`src/rtl/seqgen_pkg.sv`:
```
// Shared types and defaults for the serial pattern generator
// and its loopback detector benches.
package seqgen_pkg;

  localparam int SEQ_WIDTH = 5;
  localparam int SEQ_CNT_W = 4;

  typedef enum logic [1:0] {
    IDLE,
    SEND,
    DONE
  } state_e;

endpackage

```
`src/rtl/pattern_shifter.sv`:
```
// MSB-first shifter: keeps the captured pattern so each copy
// can be replayed without going back to the input port.
import seqgen_pkg::*;

module pattern_shifter #(
  parameter int WIDTH = SEQ_WIDTH
) (
  input  logic             clk,
  input  logic             reset,
  input  logic             load,
  input  logic             shift,
  input  logic             reload,
  input  logic [WIDTH-1:0] din,
  output logic             next_bit,
  output logic             pat_msb
);

  logic [WIDTH-1:0] pat_q;
  logic [WIDTH-1:0] sh_q;

  // sh_q is held one bit ahead: its MSB is the bit after the
  // one currently driven on the registered output.
  always_ff @(posedge clk or posedge reset) begin
    if (reset) begin
      pat_q <= '0;
      sh_q  <= '0;
    end else if (load) begin
      pat_q <= din;
      sh_q  <= {din[WIDTH-2:0], 1'b0};
    end else if (reload) begin
      sh_q  <= {pat_q[WIDTH-2:0], 1'b0};
    end else if (shift) begin
      sh_q  <= {sh_q[WIDTH-2:0], 1'b0};
    end
  end

  assign next_bit = sh_q[WIDTH-1];
  assign pat_msb  = pat_q[WIDTH-1];

endmodule

```
`src/rtl/programmable_sequence_generator.sv`:
```
// Serializes a captured pattern MSB-first, repeated a set
// number of times back-to-back, with registered outputs.
import seqgen_pkg::*;

module programmable_sequence_generator #(
  parameter int WIDTH = SEQ_WIDTH,
  parameter int CNT_W = SEQ_CNT_W
) (
  input  logic             clk,
  input  logic             reset,
  input  logic [WIDTH-1:0] init,
  input  logic [CNT_W-1:0] reps,
  input  logic             start,
  input  logic             abort,
  output logic             dout,
  output logic             dout_valid,
  output logic             frame_start,
  output logic             busy,
  output logic             done
);

  localparam int IDX_W = (WIDTH > 1) ? $clog2(WIDTH) : 1;
  localparam logic [IDX_W-1:0] IDX_TOP = IDX_W'(WIDTH - 1);

  state_e           state;
  logic [IDX_W-1:0] idx;
  logic [CNT_W-1:0] remaining;

  logic accept;
  logic last_bit;
  logic last_copy;
  logic sh_en;
  logic rl_en;
  logic sh_bit;
  logic pat_msb;

  assign accept    = (state == IDLE) && start;
  assign last_bit  = (idx == '0);
  assign last_copy = (remaining == CNT_W'(1));
  assign sh_en     = (state == SEND) && !abort && !last_bit;
  assign rl_en     = (state == SEND) && !abort && last_bit
                     && !last_copy;

  pattern_shifter #(
    .WIDTH (WIDTH)
  ) u_shifter (
    .clk      (clk),
    .reset    (reset),
    .load     (accept),
    .shift    (sh_en),
    .reload   (rl_en),
    .din      (init),
    .next_bit (sh_bit),
    .pat_msb  (pat_msb)
  );

  always_ff @(posedge clk or posedge reset) begin
    if (reset) begin
      state       <= IDLE;
      idx         <= '0;
      remaining   <= '0;
      dout        <= 1'b0;
      dout_valid  <= 1'b0;
      frame_start <= 1'b0;
      busy        <= 1'b0;
      done        <= 1'b0;
    end else begin
      dout        <= 1'b0;
      dout_valid  <= 1'b0;
      frame_start <= 1'b0;
      busy        <= 1'b0;
      done        <= 1'b0;
      case (state)
        IDLE: begin
          if (start) begin
            remaining <= reps;
            busy      <= 1'b1;
            if (reps != '0) begin
              state       <= SEND;
              idx         <= IDX_TOP;
              dout        <= init[WIDTH-1];
              dout_valid  <= 1'b1;
              frame_start <= 1'b1;
            end else begin
              state <= DONE;
              done  <= 1'b1;
            end
          end
        end
        SEND: begin
          if (abort) begin
            state     <= IDLE;
            idx       <= '0;
            remaining <= '0;
          end else if (!last_bit) begin
            idx        <= idx - 1'b1;
            dout       <= sh_bit;
            dout_valid <= 1'b1;
            busy       <= 1'b1;
          end else if (!last_copy) begin
            remaining   <= remaining - 1'b1;
            idx         <= IDX_TOP;
            dout        <= pat_msb;
            dout_valid  <= 1'b1;
            frame_start <= 1'b1;
            busy        <= 1'b1;
          end else begin
            remaining <= '0;
            state     <= DONE;
            done      <= 1'b1;
            busy      <= 1'b1;
          end
        end
        DONE: begin
          state <= IDLE;
        end
        default: begin
          state <= IDLE;
        end
      endcase
    end
  end

endmodule

```
`config.mk`:
```
export PLATFORM = sky130hd
export DESIGN_NAME = programmable_sequence_generator
export DESIGN_NICKNAME = d
export VERILOG_FILES = /design/src/rtl/seqgen_pkg.sv /design/src/rtl/pattern_shifter.sv /design/src/rtl/programmable_sequence_generator.sv
export SDC_FILE = /design/constraint.sdc
export NUM_CORES = 1
export LEC_CHECK = 0
export ABC_AREA = 0
export CELL_PAD_IN_SITES_DETAIL_PLACEMENT = 0
export CELL_PAD_IN_SITES_GLOBAL_PLACEMENT = 1
export CORE_MARGIN = 5
export CORE_UTILIZATION = 40
export CTS_CLUSTER_DIAMETER = 200
export CTS_CLUSTER_SIZE = 10
export DETAILED_ROUTE_END_ITERATION = 16
export HOLD_SLACK_MARGIN = 0.03
export PLACE_DENSITY = 0.76
export SLEW_MARGIN = 20
export SYNTH_ARGS = -nofsm -noshare
export SYNTH_HDL_FRONTEND = slang
export SYNTH_HIERARCHICAL = 1
export SYNTH_SLANG_ARGS = --single-unit
export TNS_END_PERCENT = 10
```
`constraint.sdc`:
```
create_clock -name clk -period 2.1 [get_ports clk]
set_input_delay 0.525 -clock clk [delete_from_list [all_inputs] [get_ports clk]]
set_output_delay 0.525 -clock clk [all_outputs]
set_load 0.02 [all_outputs]
```
After elaboration in Yosys (flattened, before gate mapping)
Index checks and enable logic that the tools add are counted.

storage, ports and cells
  flip-flop bits (word level) = 24
  bits of input ports = 13
  output and inout bits = 5
  logic and storage cells = 79

cells by class
  $add $sub $neg = 2
  equality and inequality tests = 7
  multiplexer cells = 44
  reduce and logical (&&, ||, !) cells = 16

operator list
  kind                                                                   count
  1-bit 2-to-1 mux                                                       19
  4-bit 2-to-1 mux                                                       4
  3-bit 2-to-1 mux                                                       5
  5-bit 2-to-1 mux                                                       3
  2-bit 2-to-1 mux                                                       5
  1-bit one-hot mux with 2 select lines                                  5
  4-bit one-hot mux with 2 select lines                                  1
  3-bit != test, second input constant                                   2
  3-bit one-hot mux with 2 select lines                                  1
  3-bit AND reduction                                                    2
  1-bit logical AND                                                      5
  4-bit by 1-bit equality test with 1-bit output, second input constant  1
  4-bit != test, second input constant                                   1
  2-bit one-hot mux with 2 select lines                                  1
  4-bit AND reduction                                                    1
  4-bit nonzero test                                                     1
  4-bit by 1-bit subtractor with 4-bit output, second input constant     1
  1-bit logical NOT                                                      3
  3-bit logical NOT                                                      1
  3-bit nonzero test                                                     1
  3-bit by 1-bit subtractor with 3-bit output, second input constant     1
  2-bit by 1-bit equality test with 1-bit output, second input constant  1
  2-bit logical NOT                                                      1
  2-bit by 1-bit != test with 1-bit output, second input constant        1
  other kinds (2)                                                        2

Longest topological paths before layout
  depth in word-level cells = 6
  gate-level depth with buffers = 8
  depth with buffers taken out = 7

Hierarchy
Netlist, hierarchy kept.

by module, submodules not included
  module                           times used  cells an instance  area an instance (µm²)  seq. area each (µm²)
  programmable_sequence_generator  1           75                 723.2                   350.3
  pattern_shifter                  1           39                 401.6                   225.2

Worst setup path after synthesis
No wires, ideal clock.

  kind = input-to-reg
  from = input abort
  to = register u_shifter.sh_q[3]
  setup time = 0.077 ns
  data arrival time = 1.910 ns
  required time = 2.023 ns
  path slack = 0.113 ns
  cell stages on the path = 6
  buffers on the path = 1
  cell sequence = or3b_1 -> nor3_1 -> buf_6 -> nor2_1 -> a221o_1 -> a21oi_1

between the ends
  word-level cells in the longest chain between the ends = 6
  elaborated cells between the ends (all ways) = 8
  classes of those cells = mux: 2; reduce/logical: 6

RTL lines
  what                                 RTL line                               text
  start: declaration                   programmable_sequence_generator.sv:14  input logic abort,
  1-bit logical NOT (*)                programmable_sequence_generator.sv:41  assign rl_en = (state == SEND) && !abort && last_bit
  1-bit logical AND (*) (2 in series)  programmable_sequence_generator.sv:41
  1-bit logical AND (*)                programmable_sequence_generator.sv:42  && !last_copy;
  via rl_en                            programmable_sequence_generator.sv:33  logic rl_en;
  5-bit 2-to-1 mux                     pattern_shifter.sv:30                  end else if (reload) begin
  5-bit 2-to-1 mux                     pattern_shifter.sv:27                  end else if (load) begin
  end signal: assignment               pattern_shifter.sv:29                  sh_q <= {din[WIDTH-2:0], 1'b0};
  end signal: assignment               pattern_shifter.sv:31                  sh_q <= {pat_q[WIDTH-2:0], 1'b0};
  end signal: assignment               pattern_shifter.sv:33                  sh_q <= {sh_q[WIDTH-2:0], 1'b0};
  end: declaration                     pattern_shifter.sv:19                  logic [WIDTH-1:0] sh_q;

The timed path passes the listed nets; every way through them passes the cells marked *.
A chain may end at the register's enable or synchronous reset.

Final worst setup path
  from = input abort
  to = register u_shifter.sh_q[4]

Same word-level chain as after synthesis.

==> results.md <==
- Result of the run: finished, final reports clean
- Clock Latency Late Sink: 310 ps
- Setup TNS after final layout: 0 ps
- Tot Pwr: 1.98 mW
- Kind of start point of the critical path: input pin
- Net count after synthesis: 129
- I/O Buffers: 17
- Residual overflow from global routing: 0
- Asr flop ratio synth: 100%
- Most frequent cells in the layout: sky130_fd_sc_hd__dfrtp_1, sky130_fd_sc_hd__nor2_1, sky130_fd_sc_hd__clkdlybuf4s50_1, sky130_fd_sc_hd__buf_4, sky130_fd_sc_hd__inv_1
- WP data arrival: 2220 ps
- Standard cell with the maximum stage delay on the critical path: sky130_fd_sc_hd__clkdlybuf4s50_1
- Cells after synthesis: 114
- Overall via count from detail_route: 915
- Critical register-to-register path endpoint: u_shifter/sh_q[4]$_DFFE_PP0P_
- Buffers plus inverters on the worst setup path: 2
- Number of enable-type register cells in the synthesized netlist: 0
- Detailed-placement wirelength estimate: 1830 um
- Count of yosys warnings during synthesis: 6
- Area occupied by multi-input gates: 488 um2
- Data required time of the critical path: 2340 ps
- Post-synth design cell area: 0.00112 mm2
- GRT Overall Usage: 12.2%
- Area inside the core boundary: 0.00273 mm2
- Fraction of final layout cells with drive strength greater than 1: 20.1%
- Number of nets in the layout: 165
- Cell area after placement: 0.00144 mm2
- Total CTS buffers: 3
- Clock Skew: 8.62 ps
- Count of cells resized by post-cts repair: 0
- Synth-to-Final Area Change: 30.5%
- Delay contributed by the slowest stage of the critical path: 420 ps
- Kind of end point of the critical path: flip-flop
- Slew of the pin with the lowest slew margin: 526 ps
- Worst IR Drop VDD: 0.788 mV
- First-pass GRT wire length: 3890 um
- Maximum buffer depth of the clock tree: 2
- Final Hold Viols: 0
- Largest net degree at the start of global routing: 15
- Via-to-Cell Ratio: 5.08
- RSZ-0062 raised after global routing: no
- Chain of cells forming the critical path: clkdlybuf4s50_1, or3b_1, nor3_1, buf_4, nor2_1, a221o_1, a21oi_1
- Standby leakage power: 0.693 nW
- Min cycle time layout: 1980 ps
- Delay-heaviest family, CP: simple AND/OR/NAND/NOR gates
- Count of maximum capacitance violations: 0
- Buffer cell driving the clock tree root: sky130_fd_sc_hd__clkbuf_4
- Combined flip-flop and latch cell area: 576 um2
- Number of hold buffers added after CTS: 0
- Type of the setup path with the least slack: input pin to flip-flop
- Initial Utilization: 41.1%
- Slew Viols, Final: 0
- Site Rows: 19
- Number of design rule violations left after detail routing: 0
- Final weighted congestion in routability-driven placement: 0.788
- Register-to-register setup slack: 130 ps
- Routed WL: 2330 um
- Fin crit share: 94.2%
- Number of antenna violations at the first check in global routing: 0
- Number of antenna repair diodes: 0
- Die width: 63.0 um
- Number of placed I/O pins: 18
- H-tree Lvls: 1
- Die H: 63.0 um
- Worst hold-check path type: input pin to async pin
- Post-CTS setup buffer count: 0
- Final count of negative-setup-slack endpoints: 0
- Highest fanout seen on the critical path: 6
- Mean post-synth cell area: 9.87 um2
- Critical R2R Launch: remaining[1]$_DFFE_PP0P_
- Post-DR wirelength/cell: 12.9 um
- Vias in the first global route: 891
- Sequential cell area fraction in the yosys report: 51.2%
- FILL cells: 264
- Violation count after the first detailed-routing iteration: 48
- Areal power density over the cells: 1350 mW/mm2
- CTS clock-pin slew for the worst setup and hold paths: 130 ps
- Post-synth top flop: sky130_fd_sc_hd__dfrtp_1
- Remaining antenna violation count after routing: 0
- Commonest non-fill, non-tap cell in the layout: sky130_fd_sc_hd__dfrtp_1
- Fmax achieved: 0.506 GHz
- Pre-Repair DR Iteration Count: 4
- CTS tree: yes
- Worst r2r path cells: 9
- Number of distinct library cells after synthesis: 32
- Clock net sink count: 23
- Full die area: 0.00397 mm2
- Remaining max-slew budget at the tightest pin: 64.9%
- Fin area: 0.00147 mm2
- Yosys reg bits: 23
[Yosys cell counts, drive strengths merged (2+ instances only)]
cell / count / area [um2]
a21oi: 9 / 45.0
a221o: 3 / 30.0
a22oi: 2 / 15.0
a32o: 2 / 20.0
buf: 2 / 16.3
dfrtp: 23 / 576
ha: 2 / 25.0
inv: 11 / 41.3
mux2: 3 / 33.8
nand2: 8 / 30.0
nand2b: 2 / 12.5
nand3: 2 / 10.0
nor2: 17 / 63.8
nor3: 6 / 30.0
nor3b: 2 / 20.0
o21ai: 6 / 33.8
or3: 4 / 35.0
or3b: 2 / 17.5
[worst max-delay path by stage]
stage | start | end | depth (start not counted)
after global placement | abort | u_shifter/sh_q[4]$_DFFE_PP0P_ | 7
final | abort | u_shifter/sh_q[4]$_DFFE_PP0P_ | 7
after CTS | abort | u_shifter/sh_q[3]$_DFFE_PP0P_ | 7
after global routing | remaining[1]$_DFFE_PP0P_ | u_shifter/sh_q[3]$_DFFE_PP0P_ | 9
after floorplan | abort | u_shifter/sh_q[3]$_DFFE_PP0P_ | 6
after detailed placement | abort | u_shifter/sh_q[2]$_DFFE_PP0P_ | 7
[metal layers]
| metal | vias to the layer above | wire (um) | global-route usage (%) | share of wire (%) |
|---|---|---|---|---|
| met5 | - | 0 | 0 | 0 |
| li1 | 470 | - | - | - |
| met4 | 0 | 20 | 5.57 | 0.86 |
| met3 | 2 | 74 | 2.34 | 3.2 |
| met1 | 435 | 1180 | 17.2 | 51 |
| met2 | 8 | 1050 | 17.8 | 45 |
[per-stage QoR]
step | std cells | utilization [%] | setup WS (ps) | hold slack (ps)
6_report | 180 | 53.7 | 123 | 487
4_1_cts | 180 | 53.7 | 116 | 500
3_3_place_gp | 176 | 52.7 | -198 | 478
2_1_floorplan | 114 | - | 113 | 353
5_1_grt | 180 | 53.7 | 29.5 | 515
3_5_place_dp | 176 | 52.7 | -223 | 485
[power breakdown]
group / internal (mW) / switching [mW] / leakage (nW)
Clock: 0.0741 / 0.140 / 0.0150
Sequential: 0.644 / 0.132 / 0.283
Combinational: 0.503 / 0.483 / 0.395
Total: 1.22 / 0.756 / 0.693
[cell families after synthesis]
family	Yosys count	synth area share (%)
AND/OR/NAND/NOR	45	20.6
AO/OA/AOI/OAI	27	17.6
flip-flops	23	51.2
buffers and inverters	14	5.45
multiplexers	3	3.00
adder cells (fa/ha/maj)	2	2.22
[flip-flops by register name, summed over array words and instances (netlist names)]
name and count:
u_shifter/pat_q 5, remaining 4, u_shifter/sh_q 4, idx 3, state 2, busy 1
done 1, dout 1, dout_valid 1, frame_start 1
[final cells by class]
cell class | count | share of cell area, %
Clock buffer | 4 | 1.79
Sequential cell | 23 | 39.2
Multi-Input combinational cell | 77 | 33.2
Inverter | 11 | 2.81
Timing Repair Buffer | 34 | 20.3
Tap cell | 31 | 2.64
Note: power is estimated with default switching activity, not from simulation.
